===== config.mk =====
export PLATFORM = sky130hd
export DESIGN_NAME = regfile_scoreboard_flat
export DESIGN_NICKNAME = d
export VERILOG_FILES = /design/src/rtl/regfile_scoreboard_if.sv /design/src/rtl/regfile_scoreboard.sv /design/src/flat_wrapper.sv
export SDC_FILE = /design/constraint.sdc
export NUM_CORES = 1
export LEC_CHECK = 0
export CORE_UTILIZATION = 35
export CTS_CLUSTER_SIZE = 16
export DETAILED_ROUTE_END_ITERATION = 10
export GPL_TIMING_DRIVEN = 0
export PLACE_DENSITY = 0.57
export RECOVER_POWER = 100
export SETUP_SLACK_MARGIN = 0.3
export SYNTH_ARGS = -nofsm -noshare
export SYNTH_HDL_FRONTEND = slang
export SYNTH_SLANG_ARGS = --single-unit
export TNS_END_PERCENT = 30

===== constraint.sdc =====
create_clock -name clk -period 3.2 [get_ports clk]
set_clock_uncertainty 0.15 [all_clocks]
set_input_delay 0.64 -clock clk [delete_from_list [all_inputs] [get_ports clk]]
set_output_delay 0.64 -clock clk [all_outputs]
set_load 0.02 [all_outputs]

===== src/rtl/regfile_scoreboard_if.sv =====
// Decode-side bundle for the register file: two read ports, the write-back port,
// the issue request, and the hazard/scoreboard status returned to issue logic.
interface regfile_scoreboard_if #(
  parameter int DATA_W = 32,
  parameter int NREG   = 16,
  parameter int ADDR_W = 4
);
  logic [ADDR_W-1:0] rs1_addr;
  logic [ADDR_W-1:0] rs2_addr;
  logic [DATA_W-1:0] rs1_data;
  logic [DATA_W-1:0] rs2_data;
  logic              wr_en;
  logic [ADDR_W-1:0] wr_addr;
  logic [DATA_W-1:0] wr_data;
  logic              issue_valid;
  logic [ADDR_W-1:0] issue_rd;
  logic              issue_use_rs1;
  logic              issue_use_rs2;
  logic              issue_has_rd;
  logic              stall;
  logic [NREG-1:0]   busy;
  logic              wb_err;

  modport master (
    output rs1_addr, rs2_addr, wr_en, wr_addr, wr_data,
           issue_valid, issue_rd, issue_use_rs1, issue_use_rs2, issue_has_rd,
    input  rs1_data, rs2_data, stall, busy, wb_err
  );

  modport slave (
    input  rs1_addr, rs2_addr, wr_en, wr_addr, wr_data,
           issue_valid, issue_rd, issue_use_rs1, issue_use_rs2, issue_has_rd,
    output rs1_data, rs2_data, stall, busy, wb_err
  );
endinterface


===== src/rtl/regfile_scoreboard.sv =====
// RV32E register file with write-to-read bypass and a per-register busy
// scoreboard that stalls issue on RAW/WAW hazards against in-flight writes.
module regfile_scoreboard #(
  parameter int DATA_W = 32,
  parameter int NREG   = 16,
  parameter int ADDR_W = 4
) (
  input logic                 clk,
  input logic                 rst,
  regfile_scoreboard_if.slave bus
);
  localparam logic [ADDR_W-1:0] X0 = {ADDR_W{1'b0}};

  logic [DATA_W-1:0] regs_r [NREG];
  logic [NREG-1:0]   busy_r;
  logic              wb_err_r;

  logic              wr_live_s;
  logic [NREG-1:0]   clr_s;
  logic [NREG-1:0]   set_s;
  logic [NREG-1:0]   busy_next_s;
  logic              raw1_s;
  logic              raw2_s;
  logic              waw_s;
  logic              stall_s;
  logic [DATA_W-1:0] rs1_s;
  logic [DATA_W-1:0] rs2_s;

  // Operand reads: x0 reads zero, a same-cycle write-back is forwarded.
  always_comb begin
    rs1_s = {DATA_W{1'b0}};
    rs2_s = {DATA_W{1'b0}};
    if (bus.rs1_addr == X0) begin
      rs1_s = {DATA_W{1'b0}};
    end else if (bus.wr_en && (bus.wr_addr == bus.rs1_addr)) begin
      rs1_s = bus.wr_data;
    end else begin
      rs1_s = regs_r[bus.rs1_addr];
    end
    if (bus.rs2_addr == X0) begin
      rs2_s = {DATA_W{1'b0}};
    end else if (bus.wr_en && (bus.wr_addr == bus.rs2_addr)) begin
      rs2_s = bus.wr_data;
    end else begin
      rs2_s = regs_r[bus.rs2_addr];
    end
  end

  // Hazard detection; a register retiring this cycle no longer blocks issue.
  always_comb begin
    wr_live_s = bus.wr_en && (bus.wr_addr != X0);
    clr_s     = {NREG{1'b0}};
    if (wr_live_s) begin
      clr_s[bus.wr_addr] = 1'b1;
    end else begin
      clr_s = {NREG{1'b0}};
    end
    raw1_s  = bus.issue_use_rs1 && (bus.rs1_addr != X0) &&
              busy_r[bus.rs1_addr] && !clr_s[bus.rs1_addr];
    raw2_s  = bus.issue_use_rs2 && (bus.rs2_addr != X0) &&
              busy_r[bus.rs2_addr] && !clr_s[bus.rs2_addr];
    waw_s   = bus.issue_has_rd && (bus.issue_rd != X0) &&
              busy_r[bus.issue_rd] && !clr_s[bus.issue_rd];
    stall_s = bus.issue_valid && (raw1_s || raw2_s || waw_s);
  end

  // Next scoreboard: clear on write-back, then set on issue so set wins.
  always_comb begin
    set_s = {NREG{1'b0}};
    if (bus.issue_valid && !stall_s && bus.issue_has_rd && (bus.issue_rd != X0)) begin
      set_s[bus.issue_rd] = 1'b1;
    end else begin
      set_s = {NREG{1'b0}};
    end
    busy_next_s    = (busy_r & ~clr_s) | set_s;
    busy_next_s[0] = 1'b0;
  end

  // Register array, scoreboard and sticky error state.
  always_ff @(posedge clk) begin
    if (rst) begin
      for (int i = 0; i < NREG; i++) begin
        regs_r[i] <= {DATA_W{1'b0}};
      end
      busy_r   <= {NREG{1'b0}};
      wb_err_r <= 1'b0;
    end else begin
      if (wr_live_s) begin
        regs_r[bus.wr_addr] <= bus.wr_data;
      end
      if (wr_live_s && !busy_r[bus.wr_addr]) begin
        wb_err_r <= 1'b1;
      end
      busy_r <= busy_next_s;
    end
  end

  assign bus.rs1_data = rs1_s;
  assign bus.rs2_data = rs2_s;
  assign bus.stall    = stall_s;
  assign bus.busy     = busy_r;
  assign bus.wb_err   = wb_err_r;
endmodule


===== src/flat_wrapper.sv =====
// flat-port wrapper written by rule: the top's interface ports become plain ports
module regfile_scoreboard_flat 
#(
  parameter int DATA_W = 32,
  parameter int NREG   = 16,
  parameter int ADDR_W = 4
)
  (clk, rst, bus_rs1_addr, bus_rs2_addr, bus_wr_en, bus_wr_addr, bus_wr_data, bus_issue_valid, bus_issue_rd, bus_issue_use_rs1, bus_issue_use_rs2, bus_issue_has_rd, bus_rs1_data, bus_rs2_data, bus_stall, bus_busy, bus_wb_err);
  regfile_scoreboard_if #(.DATA_W(DATA_W), .NREG(NREG), .ADDR_W(ADDR_W)) bus_i ();
  input logic clk;
  input logic rst;
  input wire logic [$bits(bus_i.rs1_addr)-1:0] bus_rs1_addr;
  input wire logic [$bits(bus_i.rs2_addr)-1:0] bus_rs2_addr;
  input wire logic [$bits(bus_i.wr_en)-1:0] bus_wr_en;
  input wire logic [$bits(bus_i.wr_addr)-1:0] bus_wr_addr;
  input wire logic [$bits(bus_i.wr_data)-1:0] bus_wr_data;
  input wire logic [$bits(bus_i.issue_valid)-1:0] bus_issue_valid;
  input wire logic [$bits(bus_i.issue_rd)-1:0] bus_issue_rd;
  input wire logic [$bits(bus_i.issue_use_rs1)-1:0] bus_issue_use_rs1;
  input wire logic [$bits(bus_i.issue_use_rs2)-1:0] bus_issue_use_rs2;
  input wire logic [$bits(bus_i.issue_has_rd)-1:0] bus_issue_has_rd;
  output wire logic [$bits(bus_i.rs1_data)-1:0] bus_rs1_data;
  output wire logic [$bits(bus_i.rs2_data)-1:0] bus_rs2_data;
  output wire logic [$bits(bus_i.stall)-1:0] bus_stall;
  output wire logic [$bits(bus_i.busy)-1:0] bus_busy;
  output wire logic [$bits(bus_i.wb_err)-1:0] bus_wb_err;
  assign bus_i.rs1_addr = bus_rs1_addr;
  assign bus_i.rs2_addr = bus_rs2_addr;
  assign bus_i.wr_en = bus_wr_en;
  assign bus_i.wr_addr = bus_wr_addr;
  assign bus_i.wr_data = bus_wr_data;
  assign bus_i.issue_valid = bus_issue_valid;
  assign bus_i.issue_rd = bus_issue_rd;
  assign bus_i.issue_use_rs1 = bus_issue_use_rs1;
  assign bus_i.issue_use_rs2 = bus_issue_use_rs2;
  assign bus_i.issue_has_rd = bus_issue_has_rd;
  assign bus_rs1_data = bus_i.rs1_data;
  assign bus_rs2_data = bus_i.rs2_data;
  assign bus_stall = bus_i.stall;
  assign bus_busy = bus_i.busy;
  assign bus_wb_err = bus_i.wb_err;
  regfile_scoreboard #(.DATA_W(DATA_W), .NREG(NREG), .ADDR_W(ADDR_W)) u_core (.clk(clk), .rst(rst), .bus(bus_i));
endmodule

# Yosys cells after proc, flatten, opt, wreduce, memory -nomap -nowiden
# Memories as Yosys holds them, arrays and structs flattened.
# Cells that the tools add are included.
[totals]
reg_bits = 17
ramBits = 512
input_bits = 55
output_inout_bits = 82
n_memories = 1
[classes]
n_lt_le_gt_ge = 6
eq_ne = 2
mux = 32
bitwise_logic = 3
reduce_logical = 33
[memory_table]
columns = ["memory", "words", "word_bits", "read_ports", "rd_ports_with_merged_regs", "write_ports", "line", "source"]
rows = [
  ["u_core.regs_r", 16, 32, 2, 0, 16, "regfile_scoreboard.sv:14", "logic [DATA_W-1:0] regs_r [NREG];"],
]
[ops]
columns = ["operator", "n"]
rows = [
  ["32-bit 2-to-1 mux", 5],
  ["16-bit 2-to-1 mux", 2],
  ["32-bit OR reduction", 1],
  ["1-bit binary-select mux with 4-bit select", 7],
  ["4-bit by 5-bit < comparator with 1-bit output (second input constant)", 4],
  ["1-bit logical AND", 19],
  ["16-bit AND", 1],
  ["16-bit NOT", 1],
  ["16-bit OR", 1],
  ["4-bit nonzero test", 4],
  ["1-bit 2-to-1 mux", 15],
  ["1-bit demux with 4-bit select", 2],
  ["4-bit equality test", 2],
  ["4-bit by 1-bit >= comparator with 1-bit output (second input constant)", 2],
  ["4-bit zero test", 2],
  ["1-bit zero test", 5],
  ["4-bit 2-to-1 mux", 1],
  ["1-bit logical OR", 2],
]

# Longest topological paths before layout
[logic_depth]
depth_word = 18
depth_mapped = 9
mapped_depth_nobuf = 6

# Worst setup path before layout
# Ideal clock, no wire load.
[synth_path]
path_kind = "input to output"
from = "in bus_rs1_addr[1]"
to = "out bus_rs1_data[14]"
arrival_time_ns = 2.381
slack_ns = 0.029
path_stages = 7
path_buffers = 3
cell_sequence = "buf_2 > buf_2 > clkbuf_1 > mux4_2 > mux4_2 > nand2_1 > a21oi_1"
[synth_between]
elab_chain_len = 4
elab_cells_between_ends = 6
[synth_rtl]
columns = ["item", "line", "source"]
rows = [
  ["start, declared", "flat_wrapper.sv:12", "input wire logic [$bits(bus_i.rs1_addr)-1:0] bus_rs1_addr;"],
  ["branches (longest 3 deep; another with memory 16 x 32 bit)", "-", ""],
  ["32-bit 2-to-1 mux *", "regfile_scoreboard.sv:33", "if (bus.rs1_addr == X0) begin"],
  ["end, declared", "flat_wrapper.sv:22", "output wire logic [$bits(bus_i.rs1_data)-1:0] bus_rs1_data;"],
]
# Every way passes the cells marked *.

# Worst setup path in the final report
[layout_path]
from = "in bus_rs2_addr[0]"
to = "out bus_rs2_data[2]"
[layout_between]
elab_chain_len = 4
elab_cells_between_ends = 6
[layout_rtl]
columns = ["item", "line", "source"]
rows = [
  ["start, declared", "flat_wrapper.sv:13", "input wire logic [$bits(bus_i.rs2_addr)-1:0] bus_rs2_addr;"],
  ["branches (longest 3 deep; another with memory 16 x 32 bit)", "-", ""],
  ["32-bit 2-to-1 mux *", "regfile_scoreboard.sv:40", "if (bus.rs2_addr == X0) begin"],
  ["end, declared", "flat_wrapper.sv:23", "output wire logic [$bits(bus_i.rs2_data)-1:0] bus_rs2_data;"],
]
# Marked as above.

==> key figures <==
Synthesis
  – Post-synth ARST share: 0
  – Post-Syn Area: 0.0291 mm^2
  – Number of enable flip-flop cells after synthesis: 512
  – Mapped Avg Cell Area: 15.2 um^2
  – Synth warn: 0
  – Post-synthesis cell count: 1909
  – Yosys reg bits: 528
  – Most used flip-flop cell after synthesis: edfxtp_1
  – Seq/Total Area, Yosys: 0.539
  – Synth cell types: 57

Drt
  – WL/cell: 31.6 um
  – Via count: 19500
  – Post-Route WL: 106 mm
  – 1st-iter DRT viols: 2249
  – Drc violations: 0
  – Drt first pass iters: 5
  – Vias/cell: 5.81
  – Post-DRT Antenna Nets: 0

Flow run
  – Max-Cap Viols: 2

Pwr
  – Int Power: 13600 uW
  – Clock group share of total power: 0.373
  – Sequential group share of total power: 0.443
  – VDD IR max: 0.462 mV
  – Tot Pwr: 18500 uW
  – Switching Share: 0.266
  – Switching power total: 4920 uW
  – Pwr dens: 498 mW/mm^2
  – Combinational Power Share: 0.183
  – Leakage: 0.0128 uW

STA
  – Fin crit share: 1.09
  – Worst slew pin tran: 1.71 ns
  – # setup viols final: 75
  – Highest clock rate: 285 MHz
  – Fin Hold WS: 0.284 ns
  – RSZ-0062 raised after global routing: true
  – Max-slew violation count: 67
  – Hold Fails Final Rpt: 0
  – Worst slew margin: -0.139
  – Fin crit period: 3.50 ns
  – Final setup margin: -0.304 ns

Die
  – Die height: 290 um
  – Ports: 137
  – Starting Density: 0.354
  – Die Wd: 290 um
  – Row count: 105
  – Core area: 0.0821 mm^2
  – Die ar.: 0.0843 mm^2

Placement
  – RD Place Congestion: 0.859
  – Pre-CTS setup slack: -2.07 ns
  – HPWL Detailed: 69.3 mm
  – IO Port Bufs: 125

Global route
  – First-pass GRT wire length: 149 mm
  – Vias in the first global route: 20400
  – All-Layer GR Usage: 0.251
  – Grt ovf: 0
  – Initial antenna violation count: 8
  – Pin count of the biggest net entering global routing: 34

CTS
  – # hold bufs at CTS: 0
  – CTS tree: yes
  – Clk Latency, worst-skew pair: 0.64 ns
  – Clk root buf: clkbuf_16
  – Clock slew at reported path FFs: 0.07 ns
  – H-tree depth: 2
  – Clock tree buffer depth: 3
  – Cts bufs inserted: 60
  – Clock sinks: 528

Worst setup path
  – Worst r2r src: u_core.bus.busy[1]
  – Critical path launch point: bus_rs2_addr[0]
  – CP required: 2.41 ns
  – R2r setup slk: 0.90 ns
  – Setup crit end: bus_rs2_data[2]
  – Arr. time, crit path: 2.71 ns
  – Reg-to-reg endpoint: u_core.bus.busy[4]
  – Worst-path fanout max: 8
  – CP startpoint kind: input pin
  – Worst reg-to-reg path cell count: 7
  – Critical Path End Type: output pin
  – Critical path class: in2out

Layout
  – Layout fillers: 7113
  – Core Util, Final: 0.453
  – Multi-input gate area: 0.0133 mm^2
  – Post-layout nets: 2296
  – Layout cells sized above 1: 0.385
  – Most frequent cells in the layout: edfxtp_1, mux4_2, and2_1
  – Most common cell after layout, fill and taps aside: edfxtp_1
  – Sequential Area: 0.0157 mm^2
  – Area grow syn2layout: 27.8%

Run status
  – Failing checks: capacitance limit, slew limit, setup timing
  – Status: finished with violations

Min path
  – Hold/Removal Path Class: in2reg
-- worst max-delay path, cell delays in order --
cell,delay [ns]
buf_8,0.08
buf_12,0.14
buf_16,0.16
buf_12,0.11
buf_16,0.14
buf_6,0.10
mux4_2,0.49
mux4_2,0.53
nand2_2,0.10
a21oi_4,0.06
buf_6,0.14
-- cells in the mapped netlist (2+ instances only) --
cell type | count | area share
a21oi_2 | 2 | 0.00060
mux2_4 | 2 | 0.0010
a21oi_1 | 71 | 0.012
xor2_1 | 6 | 0.0018
inv_1 | 19 | 0.0025
nor4b_1 | 2 | 0.00060
buf_4 | 11 | 0.0028
edfxtp_1 | 512 | 0.53
buf_1 | 7 | 0.00090
o41ai_4 | 2 | 0.0019
o22ai_1 | 4 | 0.00086
buf_6 | 16 | 0.0062
inv_2 | 2 | 0.00026
dfxtp_1 | 16 | 0.011
nor4_1 | 2 | 0.00043
o32a_1 | 2 | 0.00069
mux2i_1 | 7 | 0.0024
nor2_1 | 26 | 0.0034
nand3_1 | 8 | 0.0014
mux4_2 | 330 | 0.26
clkbuf_1 | 108 | 0.014
nor3_1 | 5 | 0.00086
a31oi_1 | 5 | 0.0011
o22ai_2 | 3 | 0.0013
nand2b_1 | 5 | 0.0011
and2_1 | 480 | 0.10
or3_1 | 11 | 0.0024
nand3b_1 | 3 | 0.00077
a21o_1 | 5 | 0.0013
buf_2 | 45 | 0.0077
o41ai_1 | 6 | 0.0018
o21ai_1 | 3 | 0.00052
nand2_1 | 151 | 0.019
xnor2_1 | 5 | 0.0015
nor2b_1 | 5 | 0.0011
-- area by class of cell --
| cell class | count | share of cell area |
|---|---|---|
| flip-flops and latches | 528 | 0.423 |
| multi-input cells | 1204 | 0.358 |
| repair buffers | 238 | 0.0782 |
| plain buffers | 188 | 0.0511 |
| clock buffers | 68 | 0.0412 |
| well taps | 1070 | 0.0360 |
| clock inverters | 45 | 0.0107 |
| inverters | 21 | 0.00212 |
| diodes | 2 | 0.000135 |
-- what timing repair did --
| item | in CTS | in global routing |
|---|---|---|
| pin swaps | 32 | 47 |
| cloned | 20 | 3 |
| setup buffers | 48 | 28 |
| setup endpoints to repair | 167 | 129 |
| endpoints found under the hold margin | 0 | 0 |
| gates resized for setup | 583 | 132 |
-- metal layers --
| layer | vias to the layer above | share of wire | GRT usage | routed length (um) |
|---|---|---|---|---|
| met3 | 234 | 0.088 | 0.0523 | 9370 |
| met2 | 1001 | 0.49 | 0.424 | 52300 |
| li1 | 7999 | - | - | - |
| met1 | 10300 | 0.38 | 0.317 | 40200 |
| met5 | - | 0.00023 | 0 | 25 |
| met4 | 4 | 0.043 | 0.0916 | 4570 |
-- power groups by stage --
stage | clock network, uW | logic [uW] | registers (uW)
finish | 6910 | 3390 | 8210
floorplan | 0 | 1870 | 8260
detailed placement | 0 | 3010 | 8340
global placement | 0 | 2940 | 8310
global route | 7200 | 3520 | 8250
CTS | 6950 | 3320 | 8190
-- per-stage QoR --
stage | instance area (um^2) | TNS (ns) | cells
global placement | 32600 | -705.54 | 3136
finish | 37200 | -14.57 | 3364
detailed placement | 32900 | -269.85 | 3150
global route | 37200 | -17.42 | 3363
floorplan | 30100 | 0 | 1941
CTS | 36800 | -13.44 | 3331
-- kinds of logic after synthesis --
| family | synth area share |
|---|---|
| DFF | 0.539 |
| buffers and inverters | 0.0348 |
| xor gates and xnor gates | 0.00331 |
| AOI/OAI and AO/OA | 0.0263 |
| muxes | 0.260 |
| and+or+nand+nor | 0.136 |
| other | 0.000129 |
-- sequential cells by signal, summed over array words and instances, names as in the netlist --
register           count
u_core.bus.busy       15
u_core.bus.wb_err      1
u_core.regs_r        512
-- how the worst min path moves through the flow --
| stage | startpoint | cells after the start | endpoint |
|---|---|---|---|
| 3_5_place_dp | u_core.bus.wb_err | 2 | u_core.bus.wb_err |
| 5_1_grt | bus_issue_rd[3] | 3 | u_core.bus.busy[2] |
| 2_1_floorplan | u_core.bus.busy[13] | 2 | u_core.bus.busy[13] |
| 6_report | bus_issue_rd[3] | 3 | u_core.bus.busy[14] |
| 4_1_cts | bus_issue_rd[3] | 3 | u_core.bus.busy[14] |
| 3_3_place_gp | u_core.bus.wb_err | 2 | u_core.bus.wb_err |
Power figures use the tool's default switching activity.
